**src/rtl/popcount_neuron_seq.sv**
```systemverilog
// popcount_neuron_seq: time-shares one 32-input popcount unit across NWORDS words to evaluate a wide neuron.
// Define TNN_SIGNED_EN for ternary weights (extra -1 weight pass, symmetric threshold).
module popcount_neuron_seq #(
  parameter int NWORDS = 4,
  parameter int PC_LAT = 2,
  parameter int ACC_W = 10
) (
  input  logic                   clk,
  input  logic                   rst_n,
  input  logic                   start_valid,
  output logic                   start_ready,
  input  logic [NWORDS*32-1:0]   act_i,
  input  logic [NWORDS*32-1:0]   wpos_i,
  input  logic [NWORDS*32-1:0]   wneg_i,
  input  logic [ACC_W-1:0]       thr_i,
  output logic [31:0]            pc_op_o,
  input  logic [5:0]             pc_res_i,
  output logic                   res_valid,
  input  logic                   res_ready,
  output logic [ACC_W-1:0]       sum_o,
  output logic [1:0]             act_o
);
  localparam int WW = NWORDS > 1 ? $clog2(NWORDS) : 1;
  localparam int CW = PC_LAT > 1 ? $clog2(PC_LAT) : 1;
  localparam logic signed [ACC_W-1:0] ACC_MAX = {1'b0, {(ACC_W-1){1'b1}}};
  localparam logic signed [ACC_W-1:0] ACC_MIN = {1'b1, {(ACC_W-1){1'b0}}};

  typedef enum logic [1:0] {IDLE, RUN, DONE} state_t;

  state_t state, state_nx;
  logic [NWORDS*32-1:0] act_r, wpos_r;
  logic signed [ACC_W-1:0] acc, thr_r, thr_in;
  logic [WW-1:0] word, word_nx;
  logic [CW-1:0] wcnt;
  logic last_beat, last_word, finish, accept, sub;
  logic [31:0] op_nx;

  function automatic logic signed [ACC_W-1:0] sat_acc(input logic signed [ACC_W-1:0] a,
                                                     input logic [5:0] r, input logic s_neg);
    logic signed [ACC_W:0] ext, s;
    ext = $signed({{(ACC_W-5){1'b0}}, r});
    s = s_neg ? $signed({a[ACC_W-1], a}) - ext : $signed({a[ACC_W-1], a}) + ext;
    return s[ACC_W] == s[ACC_W-1] ? s[ACC_W-1:0] : s[ACC_W] ? ACC_MIN : ACC_MAX;
  endfunction

  assign start_ready = state == IDLE;
  assign res_valid   = state == DONE;
  assign accept      = start_valid && start_ready;
  assign sum_o       = acc;
  assign last_beat   = wcnt == CW'(PC_LAT-1);
  assign last_word   = word == WW'(NWORDS-1);
  assign word_nx     = last_word ? '0 : word + 1'b1;

`ifdef TNN_SIGNED_EN
  logic [NWORDS*32-1:0] wneg_r;
  logic pass, pass_nx;
  assign pass_nx = last_word ? ~pass : pass;
  assign sub     = pass;
  assign finish  = last_beat && last_word && pass;
  assign thr_in  = thr_i[ACC_W-1] ? '0 : thr_i;
  assign op_nx   = act_r[word_nx*32 +: 32] &
                   (pass_nx ? wneg_r[word_nx*32 +: 32] : wpos_r[word_nx*32 +: 32]);
  assign act_o   = state != DONE ? 2'b00 : acc > thr_r ? 2'b01 : acc < -thr_r ? 2'b11 : 2'b00;
  always_ff @(posedge clk or negedge rst_n) begin
    if (!rst_n) begin
      pass   <= 1'b0;
      wneg_r <= '0;
    end else if (accept) begin
      pass   <= 1'b0;
      wneg_r <= wneg_i;
    end else if (state == RUN && last_beat) begin
      pass   <= pass_nx;
    end
  end
`else
  logic unused_wneg;
  assign unused_wneg = ^wneg_i;
  assign sub    = 1'b0;
  assign finish = last_beat && last_word;
  assign thr_in = thr_i;
  assign op_nx  = act_r[word_nx*32 +: 32] & wpos_r[word_nx*32 +: 32];
  assign act_o  = state == DONE && acc >= thr_r ? 2'b01 : 2'b00;
`endif

  always_comb begin
    state_nx = accept ? RUN :
               (state == RUN && finish) ? DONE :
               (state == DONE && res_ready) ? IDLE : state;
  end

  always_ff @(posedge clk or negedge rst_n) begin
    if (!rst_n) state <= IDLE;
    else state <= state_nx;
  end

  // The operand changes only on sampling beats so the slow unit sees it steady for PC_LAT cycles.
  always_ff @(posedge clk or negedge rst_n) begin
    if (!rst_n) begin
      act_r   <= '0;
      wpos_r  <= '0;
      thr_r   <= '0;
      acc     <= '0;
      word    <= '0;
      wcnt    <= '0;
      pc_op_o <= '0;
    end else if (accept) begin
      act_r   <= act_i;
      wpos_r  <= wpos_i;
      thr_r   <= thr_in;
      acc     <= '0;
      word    <= '0;
      wcnt    <= '0;
      pc_op_o <= act_i[31:0] & wpos_i[31:0];
    end else if (state == RUN) begin
      wcnt <= last_beat ? '0 : wcnt + 1'b1;
      if (last_beat) begin
        acc     <= sat_acc(acc, pc_res_i, sub);
        word    <= word_nx;
        pc_op_o <= finish ? '0 : op_nx;
      end
    end
  end
endmodule

```
**config.mk**
```make
export PLATFORM = sky130hd
export DESIGN_NAME = popcount_neuron_seq
export DESIGN_NICKNAME = d
export VERILOG_FILES = /design/src/rtl/popcount_neuron_seq.sv
export SDC_FILE = /design/constraint.sdc
export NUM_CORES = 1
export LEC_CHECK = 0
export ABC_AREA = 1
export ABC_CLOCK_PERIOD_IN_PS = 5550
export CELL_PAD_IN_SITES_DETAIL_PLACEMENT = 1
export CELL_PAD_IN_SITES_GLOBAL_PLACEMENT = 2
export CORE_ASPECT_RATIO = 1.75
export CORE_MARGIN = 2
export CORE_UTILIZATION = 28
export CTS_CLUSTER_DIAMETER = 100
export DETAILED_ROUTE_END_ITERATION = 10
export GPL_ROUTABILITY_DRIVEN = 0
export PLACE_DENSITY = 0.91
export SETUP_SLACK_MARGIN = 0.05
export SKIP_CTS_REPAIR_TIMING = 1
export SLEW_MARGIN = 10
export SYNTH_ARGS = -nofsm -noshare
export SYNTH_HDL_FRONTEND = slang
export SYNTH_SLANG_ARGS = --single-unit
```
**constraint.sdc**
```tcl
create_clock -name clk -period 5.55 [get_ports clk]
set_clock_uncertainty 0.05 [all_clocks]
set_input_delay 1.11 -clock clk [delete_from_list [all_inputs] [get_ports clk]]
set_output_delay 1.11 -clock clk [all_outputs]
set_load 0.01 [all_outputs]
```
# Word-level counts from Yosys, hierarchy flattened
# Index checks and enable logic that the tools add are counted.
[classes]
mux = 20
n_eq_ne = 4
n_lt_le_gt_ge = 1
n_shift = 2
bitwise_logic = 2
reduce_logical = 10
add_sub_neg = 3
[ops]
columns = ["operator", "count"]
rows = [
  ["indexed part select 128 x 8 -> 32 bit", 2],
  ["2-to-1 mux 32 bit", 4],
  ["bitwise AND 32 bit", 2],
  ["2-to-1 mux 10 bit", 5],
  ["2-to-1 mux 2 bit", 7],
  ["adder 10 x 7 -> 11 bit", 1],
  ["greater-or-equal comparator 10 bit", 1],
  ["logical AND 1 bit", 5],
  ["equality test 2 bit, second input constant", 2],
  ["2-to-1 mux 1 bit", 4],
  ["nonzero test 2 bit", 2],
  ["nonzero test 3 bit", 1],
  ["adder 2 x 1 -> 2 bit, second input constant", 1],
  ["equality test 2 x 1 -> 1 bit, second input constant", 1],
  ["zero test 2 bit", 1],
  ["AND reduction 2 bit", 1],
  ["adder 1 bit, second input constant", 1],
  ["equality test 1 bit", 1],
]
[word_totals]
ff_bits = 313
wordCells = 50
out_inout_bits = 46
input_bits = 404

# Logic depth before layout (Yosys ltp)
# Gate-level depths: netlist of the first run.
[depth]
ltp_word = 8
ltp_mapped = 12
ltp_nobuf = 12

# Worst setup path before layout of the first run
# Ideal clock, no wire load.
[synth_timing]
kind = "input to register"
from = "input port pc_res_i[0]"
to = "register acc[0] (netlist: sum_o[0])"
stages = 10
arrival_ps = 2471
required_ps = 5434
setup_ps = 66
path_buffers = 0
setup_slack_ps = 2963
cell_sequence = "ha_1 > inv_1 > fa_1 > nor2_1 > nor2_1 > o21ai_2 > nor2_1 > a21oi_4 > nand2_1 > nand2_1"
[synth_between]
elab_chain_cells = 6
elab_cells_between_ends = 7
cone_classes = "add/sub: 1; eq/ne: 1; mux: 5"
[synth_rtl]
columns = ["element", "line", "text"]
rows = [
  ["start, declared", "17", "input logic [5:0] pc_res_i,"],
  ["adder 10 x 7 -> 11 bit *", "42", "s = s_neg ? $signed({a[ACC_W-1], a}) - ext : $signed({a[ACC_W-1], a}) + ext;"],
  ["2-to-1 mux 10 bit / equality test 1 bit (equally long branches)", "43", "return s[ACC_W] == s[ACC_W-1] ? s[ACC_W-1:0] : s[ACC_W] ? ACC_MIN : ACC_MAX;"],
  ["2-to-1 mux 10 bit *", "43", ""],
  ["2-to-1 mux 10 bit *", "116", "if (last_beat) begin"],
  ["2-to-1 mux 10 bit *", "114", "end else if (state == RUN) begin"],
  ["2-to-1 mux 10 bit *", "106", "end else if (accept) begin"],
  ["end signal, assigned", "117", "acc <= sat_acc(acc, pc_res_i, sub);"],
  ["end, declared", "32", "logic signed [ACC_W-1:0] acc, thr_r, thr_in;"],
]
# Mark *: on every way between the ends. The rest lies on a longest branch, timed or not. The select of a mux whose other input is x is not followed.
# A chain may end at the register's enable or synchronous reset.

# Worst setup path in the final report of the first run
[layout_timing]
from = "register acc[5] (netlist: sum_o[5])"
to = "output port act_o[0]"
[layout_between]
elab_chain_cells = 3
[layout_rtl]
columns = ["element", "line", "text"]
rows = [
  ["greater-or-equal comparator 10 bit", "82", "assign act_o = state == DONE && acc >= thr_r ? 2'b01 : 2'b00;"],
  ["logical AND 1 bit", "82", ""],
  ["2-to-1 mux 1 bit", "82", ""],
  ["end, declared", "21", "output logic [1:0] act_o"],
]
# Every way passes these cells.

==> impl_metrics.toml, run 1 <==
[grt]
grt_pass1_vias = 14230
grt_max_degree = 188
grt_use_total_pct = 20.65
overflow = 0
antenna_found_initial = 18
grt_pass1_wl_um = 82990

[cells_and_area]
nFillCells = 6073
stdcell_area_sq_um = 19170
nNetsFinal = 2477
syn_to_final_growth_pct = 34.13
utilization_pct = 37.98
drive_above_1_share_pct = 3.848

[logic_synthesis]
yosys-top-cells-count = "866 x nand2_1, 313 x dfrtp_1, 173 x nand3_1"
yosysTopAreaCell = "dfrtp_1"
syn_nets = 2207
ys_ff_latch = 313
yosys-top-cells-area = "dfrtp_1 55%, nand2_1 23%, nand3_1 6.1%"
async_flop_share_pct = 100.0
seq_area_frac_synth_pct = 54.81
synth_area_sq_um = 14290
synth_top_area_share_pct = 54.81
synth_cell_types = 36
synth_ff_type = "dfrtp_1"
yosysWarnings = 0
synth.avg_cell_area_sq_um = 8.006
synth_edf_count = 0
yosysMostFrequentCell = "nand2_1"
syn_inst = 1785

[drt]
drt_wl_total_um = 55120
wl_per_cell_um = 20.01
drt-initial-drc-count = 598
via_per_inst = 4.741
drtAntennaViolNets = 0
drcViolationCount = 0
vias = 13060
dr.pass1.iters = 4

[clock_network]
tritoncts.num_buffers = 34
cts-root-buf = "clkbuf_16"
htreeDepth = 2
cts_tree = "yes"
cts.sinks = 313
clk_pin_slew_worst_paths_ns = 0.06
clock_latency_ns = 0.52
cts_buffer_depth = 3

[floorplanning]
std_cell_rows = 109
die_h_um = 302.9
start_util_pct = 28.32
core-area_sq_um = 50460
pin_count = 450
die_x_um = 174.8
dieArea_sq_um = 52930

[worst_setup_path]
worstPathArrival_ns = 2.81
required_ns = 4.39
cp_num_buf_inv = 1
slowest_delay_ns = 0.53
crit_slowest_cell = "clkdlybuf4s50_1"
critical_path_class = "reg2out"
cp_cell_sequence = "ha_1, nand2_1, nor3_1, nand3_1, o21ai_0, a21oi_1, nor2_1, clkdlybuf4s50_1"
cpLargestDelayFamily = "simple AND/OR/NAND/NOR gates"
start_kind = "flop"
endpoint_kind = "output pin"
critPathMaxFanout = 4

[pwr]
p_total_mw = 5.405
peakVddDrop_uv = 223.3
cellLeakagePower_nw = 9.265
p_per_area_nw_per_um2 = 282.0

[sta]
fmax_mhz = 251.9
worst_hold_slack_ns = 0.4187
worst_slew_pin_slew_ns = 1.066
rsz0062_at_grt = "no"
setup_violations = 0
tns_ns = 0
hold_viol = 0
finalMaxSlewViolations = 0
slew_headroom_pct = 28.90
period_needed_ns = 3.969
period_share_pct = 71.52

[placement]
hpwl_um = 38870
place_area_sq_um = 17960
placement.io_buffers = 320

[run_status]
outcome = "completed"

[min_path]
hold_path.class = "reg2reg"

[flow_run]
maxCapViolations = 0
worst min-delay path, cell delays in order (launching register included):
cell and delay (ns):
dfrtp_1 0.34, nand2_1 0.06, nand2_1 0.05
sequential cells by signal, indices dropped and copies added (netlist names):
signal / flops
act_r: 128
wpos_r: 128
pc_op_o: 32
sum_o: 10
thr_r: 10
state: 2
word: 2
last_beat: 1
cells by family (layout without fill, tap and decap cells):
kind of cell	count (synthesis)	after routing	share of synthesized area (%)
other	1	11	0.02624
muxes	4	4	0.2802
and+or+nand+nor	1127	1127	31.42
AOI/OAI and AO/OA	151	151	6.112
DFF	313	313	54.81
xor gates and xnor gates	5	5	0.3065
adders and majority gates	18	18	1.629
buffers and inverters	166	460	5.420
path summary, 6_finish.rpt:
kind | depth (start not counted) | from | slack (ns) | to
setup / recovery | 8 | sum_o[5]$_DFFE_PN0P_ | 1.58 | act_o[0]
hold / removal | 2 | wpos_r[100]$_DFFE_PN0P_ | 0.42 | wpos_r[100]$_DFFE_PN0P_
setup reg to reg | 7 | word[0]$_DFFE_PN0P_ | 2.36 | pc_op_o[31]$_DFFE_PN0P_
hold reg to reg | 2 | wpos_r[100]$_DFFE_PN0P_ | 0.42 | wpos_r[100]$_DFFE_PN0P_
max in group asynchronous | 2 | rst_n | 3.61 | act_r[20]$_DFFE_PN0P_
min in group asynchronous | 1 | rst_n | 0.62 | wpos_r[77]$_DFFE_PN0P_
report_power, final:
group          switching [mW]  internal, mW
Sequential             0.0659          2.40
Combinational           0.221         0.271
Clock                   0.966          1.49
Total                    1.25          4.15
placed cells by master (no fill, tap or decap), types with 2 or more instances in the layout:
cell type / instances
a21boi_0: 3
a21oi_1: 22
a21oi_4: 2
a31oi_1: 25
buf_12: 3
buf_4: 9
bufinv_16: 4
clkbuf_1: 11
clkbuf_16: 37
clkbuf_8: 6
clkdlybuf4s50_1: 319
clkinv_2: 2
dfrtp_1: 312
diode_2: 10
ha_1: 16
inv_1: 63
inv_2: 3
mux2i_1: 4
nand2_1: 866
nand2_2: 2
nand3_1: 173
nand3b_1: 2
nor2_1: 74
nor3_1: 5
o211ai_1: 15
o21ai_0: 73
o21ai_1: 5
o21ai_2: 2
xnor2_1: 2
xor2_1: 3
area by class of cell:
type / instances / area [sq um] / area share (%)
clock buffer: 54 / 1050 / 5.477
tap: 666 / 833.3 / 4.348
sequential: 313 / 7834 / 40.87
antenna: 10 / 25.02 / 0.1306
multi-input combinational: 1306 / 5692 / 29.70
inverter: 68 / 264.0 / 1.377
timing repair buffer: 332 / 3336 / 17.40
clock inverter: 6 / 133.9 / 0.6985
routing by layer:
layer,vias up,GRT usage [%],wire length (um)
met3,111,3.471,2143
met2,307,38.58,29070
li1,6185,-,-
met1,6444,22.18,20920
met5,-,0,84
met4,14,10.79,2907
through the flow:
step                worst slack (ns)  cells
floorplan                      2.963   1785
global placement               1.687   2685
detailed placement             1.660   2685
CTS                            1.588   2745
global route                   1.434   2755
finish                         1.581   2755
Power figures use the tool's default switching activity.
==> inputs of run 2 (changes only) <==
--- a/config.mk
+++ b/config.mk
@@ -6,16 +6,16 @@
 export NUM_CORES = 1
 export LEC_CHECK = 0
 export ABC_AREA = 1
-export ABC_CLOCK_PERIOD_IN_PS = 5550
+export ABC_CLOCK_PERIOD_IN_PS = 3200
 export CELL_PAD_IN_SITES_DETAIL_PLACEMENT = 1
 export CELL_PAD_IN_SITES_GLOBAL_PLACEMENT = 2
 export CORE_ASPECT_RATIO = 1.75
 export CORE_MARGIN = 2
-export CORE_UTILIZATION = 28
+export CORE_UTILIZATION = 24
 export CTS_CLUSTER_DIAMETER = 100
 export DETAILED_ROUTE_END_ITERATION = 10
 export GPL_ROUTABILITY_DRIVEN = 0
-export PLACE_DENSITY = 0.91
+export PLACE_DENSITY = 0.84
 export SETUP_SLACK_MARGIN = 0.05
 export SKIP_CTS_REPAIR_TIMING = 1
 export SLEW_MARGIN = 10
==> constraint.sdc (replaced) <==
create_clock -name clk -period 3.2 [get_ports clk]
set_clock_uncertainty 0.05 [all_clocks]
set_input_delay 0.64 -clock clk [delete_from_list [all_inputs] [get_ports clk]]
set_output_delay 0.64 -clock clk [all_outputs]
set_load 0.01 [all_outputs]
==> run 2 against run 1 <==
Sequential share of layout area is 0.76 points lower. Routed wire length is 2.4% higher. First-iteration DRC count is 1.5% lower. Combinational power is 78% higher. Register-to-register slack worse by 1.5 ns. Global-route usage is 2.3 points lower. Via count is 0.72% lower. Highest routed layer unchanged.
==> impl_metrics.toml, run 2 (synthesis results as in run 1) <==
[worst_setup_path]
crit_start = "sum_o[7]$_DFFE_PN0P_"
r2r_start = "word[0]$_DFFE_PN0P_"
cp_cell_sequence = "ha_1, a21oi_1, o21a_1, nand3_1, a21oi_1, nor2_1, dlymetal6s2s_1"
worstPathArrival_ns = 2.16
critical_path_class = "reg2out"
cp_num_buf_inv = 1
required_ns = 2.51
worstSetupPathDepth = 7
cp-endpoint = "act_o[0]"
start_kind = "flop"
cpLargestDelayFamily = "compound AO/OA/AOI/OAI gates"
worstRegToRegCells = 9
crit_top_cell = "a21oi_1"
crit_slowest_cell = "dfrtp_1"
slowest_delay_ns = 0.47
r2r-end = "pc_op_o[20]$_DFFE_PN0P_"
r2r_setup_slack_ns = 0.82
critPathMaxFanout = 8
endpoint_kind = "output pin"

[drt]
via_per_inst = 4.484
drt_wl_total_um = 56430
wl_met2_um = 30970
wl_per_cell_um = 19.51
wl_met1_um = 20490
dr.pass1.iters = 4
drcViolationCount = 0
drt-initial-drc-count = 589
vias = 12970
drtAntennaViolNets = 0
highest_layer = "met5"
wl_met3_um = 2199

[cells_and_area]
syn_to_final_growth_pct = 36.72
multi_input_area_sq_um = 5708
nNetsFinal = 2502
reg.largest.list = "act_r: 128 flops, wpos_r: 128 flops, pc_op_o: 32 flops"
layout_commonest_cell = "nand2_1"
drive_above_1_share_pct = 5.186
layout.cells.non_filler = 2892
nFillCells = 7041
seq_area_sq_um = 7836
utilization_pct = 33.08
layout_common_cells = "866 x nand2_1, 318 x clkdlybuf4s50_1, 312 x dfrtp_1"

[clock_network]
clk_pin_slew_worst_paths_ns = 0.07
cts-root-buf = "clkbuf_16"
clock_latency_ns = 0.52
tritoncts.num_buffers = 34
cts.sinks = 313
cts_buffer_depth = 3
cts_tree = "yes"
htreeDepth = 2

[placement]
dp.cells = 2824
hpwl_um = 41340
placement.io_buffers = 320
dp_slack_ns = 0.2820

[grt]
overflow = 0
grt_use_total_pct = 18.35
grt_pass1_wl_um = 85400
grt_pass1_vias = 14390
grt_max_degree = 162
antenna_found_initial = 12

[sta]
period_needed_ns = 2.851
worst_slew_pin_slew_ns = 0.8544
finalMaxSlewViolations = 0
slew_headroom_pct = 43.04
layout_setup_ws_ns = 0.3490
setup_violations = 0
worst_hold_slack_ns = 0.1196
fmax_mhz = 350.8
period_share_pct = 89.09
hold_viol = 0
rsz0062_at_grt = "no"

[pwr]
peakVddDrop_uv = 333.0
cellLeakagePower_nw = 9.398
p_total_mw = 9.164
p_per_area_nw_per_um2 = 469.0

[min_path]
hold_path.class = "in2async"

[floorplanning]
start_util_pct = 24.20
core-area_sq_um = 59060
dieArea_sq_um = 61590
die_x_um = 188.5
die_h_um = 326.8
std_cell_rows = 118
pin_count = 450

[flow_run]
maxCapViolations = 0

[run_status]
outcome = "completed"
[run 2: cell type report]
cell class | count | area share (%)
inverters | 68 | 1.351
diodes | 10 | 0.1281
flip-flops and latches | 313 | 40.11
well taps | 780 | 4.995
clock buffers | 46 | 4.899
clock inverters | 12 | 0.7429
multi-input cells | 1306 | 29.22
repair buffers | 357 | 18.56
[run 2: how the worst min path moves through the flow]
| stage | from | end | cells after the start |
|---|---|---|---|
| finish | rst_n | wpos_r[102]$_DFFE_PN0P_ | 1 |
| global route | rst_n | wpos_r[102]$_DFFE_PN0P_ | 1 |
| CTS | rst_n | wpos_r[102]$_DFFE_PN0P_ | 1 |
| detailed placement | act_r[27]$_DFFE_PN0P_ | act_r[27]$_DFFE_PN0P_ | 2 |
| global placement | wpos_r[1]$_DFFE_PN0P_ | wpos_r[1]$_DFFE_PN0P_ | 2 |
| floorplan | rst_n | act_r[0]$_DFFE_PN0P_ | 0 |
[run 2: routing by layer]
layer	up-vias	track usage, %
met3	84	2.439
met2	284	35.42
met1	6341	19.13
met5	-	0
li1	6250	-
met4	8	9.222
[run 2: where the power goes]
group          internal (mW)  leakage (nW)  switching [mW]  total (mW)
clock                   2.34         0.543            1.68        4.02
sequential              4.15          3.96           0.109        4.26
combinational          0.485          4.89           0.391       0.876
total                   6.98          9.40            2.18        9.16
[run 2: through the flow]
step	cell area (sq um)	setup TNS [ns]
after floorplan	14290	0
after global placement	18390	0
after detailed placement	18390	0
after CTS	19490	-0.2872
after global routing	19530	0
final	19540	0
==> inputs of run 3 (changes only) <==
--- a/config.mk
+++ b/config.mk
@@ -7,15 +7,15 @@
 export LEC_CHECK = 0
 export ABC_AREA = 1
 export ABC_CLOCK_PERIOD_IN_PS = 3200
+export CAP_MARGIN = 20
 export CELL_PAD_IN_SITES_DETAIL_PLACEMENT = 1
 export CELL_PAD_IN_SITES_GLOBAL_PLACEMENT = 2
-export CORE_ASPECT_RATIO = 1.75
 export CORE_MARGIN = 2
 export CORE_UTILIZATION = 24
 export CTS_CLUSTER_DIAMETER = 100
 export DETAILED_ROUTE_END_ITERATION = 10
 export GPL_ROUTABILITY_DRIVEN = 0
-export PLACE_DENSITY = 0.84
+export PLACE_DENSITY_LB_ADDON = 0.3
 export SETUP_SLACK_MARGIN = 0.05
 export SKIP_CTS_REPAIR_TIMING = 1
 export SLEW_MARGIN = 10
==> run 3 against run 2 <==
Routed wire length decreased by 3.0%. Global-route usage down 0.31 points. First-iteration DRC count shrank 8.5%. Clock-buffer cell count increased by 14. Core utilization up 0.58 points. Combinational power is 1% lower. Worst setup slack improved by 0.083 ns. Cell count unchanged. Die area shrank 0.13%. Via count fell by 1.4%. Worst hold slack worse by 0.096 ns. Clock power increased by 20%. Critical endpoint unchanged. Largest power group is now the clock network.
==> impl_metrics.toml, run 3 (synthesis results as in run 1) <==
[run_status]
outcome = "completed"

[grt]
grt_use_total_pct = 18.04
overflow = 0
antenna_found_initial = 11
grt_max_degree = 101
grt_pass1_vias = 13720
grt_pass1_wl_um = 83250

[cells_and_area]
nNetsFinal = 2508
reg.largest.list = "act_r: 128 flops, wpos_r: 128 flops, pc_op_o: 32 flops"
syn_to_final_growth_pct = 38.79
stdcell_area_sq_um = 19830
layout_common_cells = "866 x nand2_1, 318 x clkdlybuf4s50_1, 305 x dfrtp_1"
drive_above_1_share_pct = 6.002
nFillCells = 6970
layout_commonest_cell = "nand2_1"

[floorplanning]
pin_count = 450
start_util_pct = 24.26
dieArea_sq_um = 61510
die_x_um = 248.0
die_h_um = 248.0
std_cell_rows = 89
core-area_sq_um = 58910

[sta]
rsz0062_at_grt = "no"
period_needed_ns = 2.768
worst_hold_slack_ns = 0.02374
finalMaxSlewViolations = 0
period_share_pct = 86.50
slew_headroom_pct = 46.06
fmax_mhz = 361.3
hold_viol = 0
setup_violations = 0
worst_slew_pin_slew_ns = 0.8091
tns_ns = 0

[drt]
dr.pass1.iters = 4
vias = 12780
wl_per_cell_um = 18.93
drt-initial-drc-count = 539
via_per_inst = 4.420
drt_wl_total_um = 54750
drcViolationCount = 0
drtAntennaViolNets = 0

[pwr]
p_per_area_nw_per_um2 = 501.4
power.share.clock_pct = 48.4
cellLeakagePower_nw = 9.540
power.switching_mw = 2.276
combPwrFrac_pct = 8.7
internal_power_mw = 7.667
peakVddDrop_uv = 331.2
power_frac_seq_pct = 42.9
netSwitchingFraction_pct = 22.89

[worst_setup_path]
worstPathArrival_ns = 2.08
required_ns = 2.51
endpoint_kind = "output pin"
critPathMaxFanout = 5
critical_path_class = "reg2out"
start_kind = "flop"

[flow_run]
maxCapViolations = 0

[clock_network]
cts_tree = "yes"
clock_latency_ns = 0.56
cts_buffer_depth = 3
htreeDepth = 2
clk_pin_slew_worst_paths_ns = 0.06
tritoncts.num_buffers = 40
cts-root-buf = "clkbuf_16"
cts.sinks = 313

[placement]
hpwl_um = 39440
place_area_sq_um = 18370
placement.io_buffers = 320

[min_path]
hold_path.class = "in2async"
## run 3: worst paths after layout
| check | startpoint | to | slack [ns] | cells after the start |
|---|---|---|---|---|
| max | sum_o[1]$_DFFE_PN0P_ | act_o[0] | 0.43 | 8 |
| min | rst_n | wpos_r[52]$_DFFE_PN0P_ | 0.02 | 1 |
| max reg2reg | word[0]$_DFFE_PN0P_ | pc_op_o[16]$_DFFE_PN0P_ | 0.78 | 6 |
| min reg2reg | wpos_r[73]$_DFFE_PN0P_ | wpos_r[73]$_DFFE_PN0P_ | 0.42 | 2 |
| max in group asynchronous | rst_n | act_r[93]$_DFFE_PN0P_ | 2.14 | 2 |
| min in group clk | wpos_r[73]$_DFFE_PN0P_ | wpos_r[73]$_DFFE_PN0P_ | 0.42 | 2 |
## run 3: critical path: stages (launching register included)
cell,delay [ns]
dfrtp_2,0.46
ha_1,0.33
inv_1,0.06
nor2_1,0.04
o211ai_1,0.16
nand3_1,0.12
a21oi_2,0.16
nor2_1,0.05
dlymetal6s2s_1,0.17
## run 3: power by group through the flow
stage          logic, mW  registers, mW  clock network, mW
6_report           0.864           4.27               4.81
3_3_place_gp       0.859           4.33                  0
5_1_grt            0.975           4.29               5.11
4_1_cts            0.881           4.27               4.98
3_5_place_dp       0.875           4.34                  0
2_1_floorplan      0.268           4.31                  0
## run 3: layout make-up
type                       count  area (sq um)  area share, %
sequential                   313          7845          39.56
multi-input combinational   1306          5719          28.84
timing repair buffer         357          3626          18.28
clock buffer                  60          1179          5.943
tap                          773         967.2          4.877
inverter                      68         264.0          1.331
clock inverter                12         225.2          1.136
antenna                        3         7.507        0.03785
## run 3: metrics by stage
stage          power (mW)  setup slack (ns)  std cells  utilization (%)
3_3_place_gp        5.186            0.3331       2814            31.18
3_5_place_dp        5.211            0.3158       2814            31.18
2_1_floorplan       4.581             1.083       1785                -
5_1_grt             10.38            0.2740       2892            33.67
4_1_cts             10.13           -0.1425       2886            33.56
6_report            9.943            0.4321       2892            33.67
## run 3: per-layer routing
layer	vias to the layer above	share of wire (%)	GRT usage, %
met1	6231	44	22.82
met3	67	4.2	3.415
met2	212	51	31.93
met5	-	0.16	0
met4	12	1.6	3.681
li1	6261	-	-
